--- src/rtl/driver_timer.sv ---
// ---------------------------------------------------------------------------
// driver_timer
//   Memory-mapped timer/counter peripheral on the DLX data bus.
//
//   The counter is driven by a prescaler and can either free-run with
//   auto-reload, or stop after one compare match (one-shot). A compare match
//   sets a sticky MATCH flag, which can optionally drive an interrupt line.
//
//   Register map (word offset = address[4:2]):
//     0 CTRL     : bit0 EN, bit1 AUTO, bit2 IRQ_EN (only with TIMER_IRQ_EN)
//     1 PRESCALE : tick period is PRESCALE+1 cycles
//     2 COMPARE  : match value
//     3 COUNT    : current count; a write loads the counter
//     4 STATUS   : bit0 MATCH, write 1 to clear
//     5..7       : reserved, read 0, writes ignored
//
//   Optional feature macro: TIMER_IRQ_EN
//     defined   : CTRL bit2 is stored; irq is a registered MATCH & IRQ_EN
//     undefined : CTRL bit2 reads 0; irq is tied 0
//
//   Ports:
//     clk          system clock
//     reset_n      asynchronous active-low reset
//     chip_select  timer address window select
//     address      CPU data address (only [4:2] decoded)
//     write_enable CPU write strobe, qualified by chip_select
//     data_write   CPU write data (low WIDTH bits stored)
//     data_read    combinational read of the addressed register
//     irq          registered match interrupt
// ---------------------------------------------------------------------------
module driver_timer #(
   parameter int WIDTH = 32
) (
   input  logic        clk,
   input  logic        reset_n,
   input  logic        chip_select,
   input  logic [31:0] address,
   input  logic        write_enable,
   input  logic [31:0] data_write,
   output logic [31:0] data_read,
   output logic        irq
);

   localparam logic [2:0] A_CTRL   = 3'd0;
   localparam logic [2:0] A_PRE    = 3'd1;
   localparam logic [2:0] A_CMP    = 3'd2;
   localparam logic [2:0] A_COUNT  = 3'd3;
   localparam logic [2:0] A_STATUS = 3'd4;

   logic             r_en;
   logic             r_auto;
   logic [WIDTH-1:0] r_prescale;
   logic [WIDTH-1:0] r_compare;
   logic [WIDTH-1:0] r_count;
   logic [WIDTH-1:0] r_pre_cnt;
   logic             r_match;

   logic             w_wr;
   logic [2:0]       w_sel;
   logic             w_wr_ctrl;
   logic             w_wr_pre;
   logic             w_wr_cmp;
   logic             w_wr_count;
   logic             w_wr_status;
   logic [WIDTH-1:0] w_wdata;
   logic             w_tick;
   logic [WIDTH-1:0] w_count_inc;
   logic             w_hit;
   logic             w_irq_en_rd;
   logic             w_unused;

   assign w_wr        = chip_select & write_enable;
   assign w_sel       = address[4:2];
   assign w_wr_ctrl   = w_wr && (w_sel == A_CTRL);
   assign w_wr_pre    = w_wr && (w_sel == A_PRE);
   assign w_wr_cmp    = w_wr && (w_sel == A_CMP);
   assign w_wr_count  = w_wr && (w_sel == A_COUNT);
   assign w_wr_status = w_wr && (w_sel == A_STATUS);
   assign w_wdata     = data_write[WIDTH-1:0];

   // Address bits outside [4:2] and the write word are only partly decoded.
   assign w_unused = &{1'b0, address[31:5], address[1:0], data_write};

   assign w_tick      = r_en && (r_pre_cnt == r_prescale);
   assign w_count_inc = r_count + {{(WIDTH-1){1'b0}}, 1'b1};
   // A CPU load of COUNT in a tick cycle suppresses match evaluation.
   assign w_hit       = w_tick && !w_wr_count && (w_count_inc == r_compare);

   // Prescaler: restarts on PRESCALE writes and on CTRL writes with EN=0.
   always_ff @(posedge clk or negedge reset_n) begin
      if (!reset_n) begin
         r_pre_cnt <= '0;
      end else if (w_wr_pre || (w_wr_ctrl && !data_write[0])) begin
         r_pre_cnt <= '0;
      end else if (r_en) begin
         r_pre_cnt <= w_tick ? '0 : r_pre_cnt + {{(WIDTH-1){1'b0}}, 1'b1};
      end
   end

   // CTRL: a CPU write overrides the one-shot hardware EN clear.
   always_ff @(posedge clk or negedge reset_n) begin
      if (!reset_n) begin
         r_en   <= 1'b0;
         r_auto <= 1'b0;
      end else if (w_wr_ctrl) begin
         r_en   <= data_write[0];
         r_auto <= data_write[1];
      end else if (w_hit && !r_auto) begin
         r_en   <= 1'b0;
      end
   end

   always_ff @(posedge clk or negedge reset_n) begin
      if (!reset_n) begin
         r_prescale <= '0;
         r_compare  <= '1;
      end else begin
         if (w_wr_pre) r_prescale <= w_wdata;
         if (w_wr_cmp) r_compare  <= w_wdata;
      end
   end

   // COUNT: a match reloads 0 (auto) or parks at COMPARE (one-shot).
   always_ff @(posedge clk or negedge reset_n) begin
      if (!reset_n) begin
         r_count <= '0;
      end else if (w_wr_count) begin
         r_count <= w_wdata;
      end else if (w_tick) begin
         if (w_hit) r_count <= r_auto ? '0 : r_compare;
         else       r_count <= w_count_inc;
      end
   end

   // MATCH: set has priority over a same-cycle write-1-to-clear.
   always_ff @(posedge clk or negedge reset_n) begin
      if (!reset_n) begin
         r_match <= 1'b0;
      end else if (w_hit) begin
         r_match <= 1'b1;
      end else if (w_wr_status && data_write[0]) begin
         r_match <= 1'b0;
      end
   end

`ifdef TIMER_IRQ_EN
   logic r_irq_en;
   logic r_irq;

   always_ff @(posedge clk or negedge reset_n) begin
      if (!reset_n) begin
         r_irq_en <= 1'b0;
         r_irq    <= 1'b0;
      end else begin
         if (w_wr_ctrl) r_irq_en <= data_write[2];
         r_irq <= r_match & r_irq_en;
      end
   end

   assign w_irq_en_rd = r_irq_en;
   assign irq         = r_irq;
`else
   assign w_irq_en_rd = 1'b0;
   assign irq         = 1'b0;
`endif

   always_comb begin
      data_read = '0;
      case (w_sel)
         A_CTRL:   data_read[2:0]       = {w_irq_en_rd, r_auto, r_en};
         A_PRE:    data_read[WIDTH-1:0] = r_prescale;
         A_CMP:    data_read[WIDTH-1:0] = r_compare;
         A_COUNT:  data_read[WIDTH-1:0] = r_count;
         A_STATUS: data_read[0]         = r_match;
         default:  data_read            = '0;
      endcase
   end

endmodule

--- config.mk ---
export PLATFORM = sky130hd
export DESIGN_NAME = driver_timer
export DESIGN_NICKNAME = d
export VERILOG_FILES = /design/src/rtl/driver_timer.sv
export SDC_FILE = /design/constraint.sdc
export NUM_CORES = 1
export LEC_CHECK = 0
export CORE_MARGIN = 3
export CORE_UTILIZATION = 58
export CTS_CLUSTER_SIZE = 25
export DETAILED_ROUTE_END_ITERATION = 10
export GPL_TIMING_DRIVEN = 0
export PLACE_DENSITY = 0.81
export SYNTH_ARGS = -nofsm -noshare
export SYNTH_HDL_FRONTEND = slang
export SYNTH_SLANG_ARGS = --single-unit
--- constraint.sdc ---
create_clock -name clk -period 3.7 [get_ports clk]
set_input_delay 1.11 -clock clk [delete_from_list [all_inputs] [get_ports clk]]
set_output_delay 1.11 -clock clk [all_outputs]
set_load 0.01 [all_outputs]
==> results.sh <==
export IMPL_finalNetCount=1267
export IMPL_cap_violations=0
export IMPL_die_w_um=135
export IMPL_crit_arrival_ns=2.55
export IMPL_grt_total_usage_pct=36.6
export IMPL_post_synthesis_cell_type_with_the_largest_combined_area="dfrtp_1"
export IMPL_final_core_util_pct=72.5
export IMPL_area_growth_from_synthesis_to_final_layout_pct=20.7
export IMPL_setup_worst_path_start="address[4]"
export IMPL_hold_class="flop to flop"
export IMPL_worstSetupEndpointType="primary output"
export IMPL_number_of_search_and_repair_iterations_in_the_first_detailed_routing_pass=7
export IMPL_post_place_ws_ns=-1.30
export IMPL_netlist_area_leader_share_pct=25.6
export IMPL_synth_yosys_warnings=0
export IMPL_detail_route_antenna_nets=0
export IMPL_r2r_cells=14
export IMPL_clock_path_buffers=2
export IMPL_effective_utilization_at_floorplan_pct=60.1
export IMPL_grt_first_pass_wirelength_um=51200
export IMPL_placement_rows=46
export IMPL_avgViaCountPerCell=6.59
export IMPL_clock_insertion_delay_worst_skew_ns=0.44
export IMPL_setup_violations=0
export IMPL_cts_root_buf="clkbuf_16"
export IMPL_power_density_nw_per_um2=513
export IMPL_detailedRoute_firstIterationViolations=1054
export IMPL_synthFlopType="dfrtp_1"
export IMPL_holdBufCountCts=0
export IMPL_placeableCoreArea_um2=16100
export IMPL_p_leak_uw=0.00484
export IMPL_synth_seq_cells=131
export IMPL_syn_nets=1163
export IMPL_first_global_vias=8944
export IMPL_drive_gt1_share_pct=19.3
export IMPL_cts_sinks=131
export IMPL_worst_path_max_fanout=10
export IMPL_slew_headroom_pct=28.6
export IMPL_final_setup_skew_ns=0.00872
export IMPL_rrSetupSlack_ns=0.13
export IMPL_max_slew_worst_pin_slew_ns=1.06
export IMPL_final_cell_count_no_fill=1426
export IMPL_setup_slack_ns=0.0387
export IMPL_buffer_ports_inserted=69
export IMPL_dpl_cell_count=1379
export IMPL_r2r_end="r_count[27]"
export IMPL_hold_slack_final_ns=0.542
export IMPL_grt_antenna_before_repair=0
export IMPL_yosysUniqueCellTypes=79
export IMPL_timing_max_transition_violations_final=0
export IMPL_clkTransAtPathRegs_ns=0.06
export IMPL_place_gp_congestion=0.999
export IMPL_route_final_wire_length_um=33500
export IMPL_global_route_overflow_total=0
export IMPL_post_route_period_util_pct=99.0
export IMPL_post_dp_hpwl_um=23800
export IMPL_run_status="finished, final reports clean"
export IMPL_seq_total_area_yosys_pct=34.3
export IMPL_timing_critical_path_from_type="primary input"
export IMPL_synth_most_common_cell="nor2_1"
export IMPL_synth_cells_most_frequent="nor2_1, dfrtp_1, a21oi_1"
export IMPL_floorplan_die_height_um=135
export IMPL_synth_edf_count=0
export IMPL_cts_inserted_buffers=17
export IMPL_dieArea_um2=18300
export IMPL_vdd_drop_max_v=0.000397
export IMPL_r2r_start="r_count[13]"
export IMPL_pin_count=101
export IMPL_syn_inst=1093
export IMPL_drc_errors=0
export IMPL_post_synth_instance_area_um2=9680
export IMPL_n_antenna_cell=0
export IMPL_cts_htree_levels=4
export IMPL_cts_tree="yes"
export IMPL_number_of_vias_in_the_routed_layout=9395
export IMPL_critPathKind="primary input to primary output"
export IMPL_avgSynthCellArea_um2=8.85
export IMPL_hold_violations=0
export IMPL_average_wire_length_per_cell_after_detail_routing_um=23.5
export IMPL_endpoint="data_read[0]"
export IMPL_layout_min_cycle_time_ns=3.66
export IMPL_ys_async_sr_fraction_pct=100
export IMPL_max_freq_ghz=0.273
export IMPL_worstPathRequired_ns=2.59
export IMPL_post_synth_main_area_contributors="dfrtp_1, dfstp_2, mux2_2"
export IMPL_maximum_number_of_pins_on_one_net_before_global_route_repair=94
-- per-stage QoR --
step	cell area [um2]	setup TNS, ns	total power [uW]
2_1_floorplan	9680	0	3410
3_3_place_gp	10600	-492.38	4050
3_5_place_dp	10700	-64.80	4100
4_1_cts	11600	-0.0205	5890
5_1_grt	11700	-0.0212	6240
6_report	11700	0	5990
-- cell usage in the layout, fill, tap and decap left out, types with 7 or more instances in the layout --
| master | netlist | routed |
|---|---|---|
| o21ai_0 | 36 | 36 |
| clkbuf_16 | 0 | 21 |
| nand2_1 | 64 | 64 |
| nand4_1 | 27 | 27 |
| inv_1 | 12 | 12 |
| mux2_2 | 66 | 66 |
| nand3_1 | 33 | 31 |
| dfrtp_1 | 99 | 97 |
| clkbuf_1 | 57 | 42 |
| buf_4 | 1 | 16 |
| a31oi_1 | 8 | 8 |
| clkdlybuf4s50_1 | 0 | 35 |
| and3_1 | 35 | 34 |
| dfstp_2 | 32 | 32 |
| nor4_1 | 17 | 14 |
| nor2b_1 | 34 | 33 |
| mux2i_1 | 62 | 61 |
| clkdlybuf4s15_2 | 0 | 7 |
| a21oi_1 | 75 | 72 |
| xor2_1 | 51 | 50 |
| and4_1 | 14 | 14 |
| dlygate4sd2_1 | 0 | 22 |
| nor2_1 | 121 | 118 |
| buf_2 | 18 | 19 |
| nand2b_1 | 11 | 11 |
| xnor2_1 | 45 | 45 |
| o21ai_1 | 25 | 25 |
| clkbuf_8 | 0 | 9 |
| or3_1 | 11 | 11 |
| nor3_1 | 23 | 22 |
-- per-layer routing --
layer	GRT usage (%)	routed length [um]	part of all wire (%)
met4	17.6	1720	5.1
met5	0	0	0
met1	48.5	13500	40
met2	56.6	15000	45
met3	9.06	3300	9.9
-- timing repair --
| item | CTS | global route |
|---|---|---|
| pin swaps | 2 | 3 |
| setup endpoints to repair | 84 | 52 |
| buffers inserted | 10 | 7 |
| resized for setup | 105 | 21 |
| gates cloned | 1 | 0 |
-- worst min-delay path by stage --
| stage | slack, ns | cells past startpoint | startpoint | end |
|---|---|---|---|---|
| final | 0.54 | 2 | r_match | r_match |
| after detailed placement | 0.49 | 2 | r_match | r_match |
| after global routing | 0.56 | 2 | r_match | r_match |
| after floorplan | 0.47 | 2 | r_match | r_match |
| after global placement | 0.50 | 2 | r_match | r_match |
| after CTS | 0.52 | 2 | r_match | r_match |
-- sequential cells by signal (all words and copies together) (netlist names) --
register	flops
r_count	32
r_pre_cnt	32
r_auto	1
r_match	1
r_en	1
r_compare	32
r_prescale	32
-- worst max-delay path, cell delays in order --
cell and delay [ns]:
clkdlybuf4s50_1 0.49, clkbuf_8 0.21, nor2_1 0.13, a31oi_1 0.05, o22ai_1 0.23, dlygate4sd2_1 0.31
-- power breakdown --
| part | switching [uW] | internal [uW] |
|---|---|---|
| clock network | 664 | 1110 |
| logic | 1130 | 928 |
| registers | 393 | 1760 |
-- logic make-up after synthesis --
kind of cell	after synthesis	synth area share [%]
AOI/OAI and AO/OA	198	12.4
adders and majority gates	2	0.259
xor gates and xnor gates	102	10.1
buffers and inverters	100	4.58
other	1	0.0387
and+or+nand+nor	429	23.9
DFF	131	34.3
muxes	130	14.4
-- area by class of cell --
type	instances	area, um2
Buffer	83	542
Clock buffer	23	478
Clock inverter	9	130
Fill cell	1232	4430
Inverter	14	52.6
Multi-Input combinational cell	862	6030
Sequential cell	131	3320
Tap cell	216	270
Timing Repair Buffer	88	857
(Power assumes the default switching activity.)
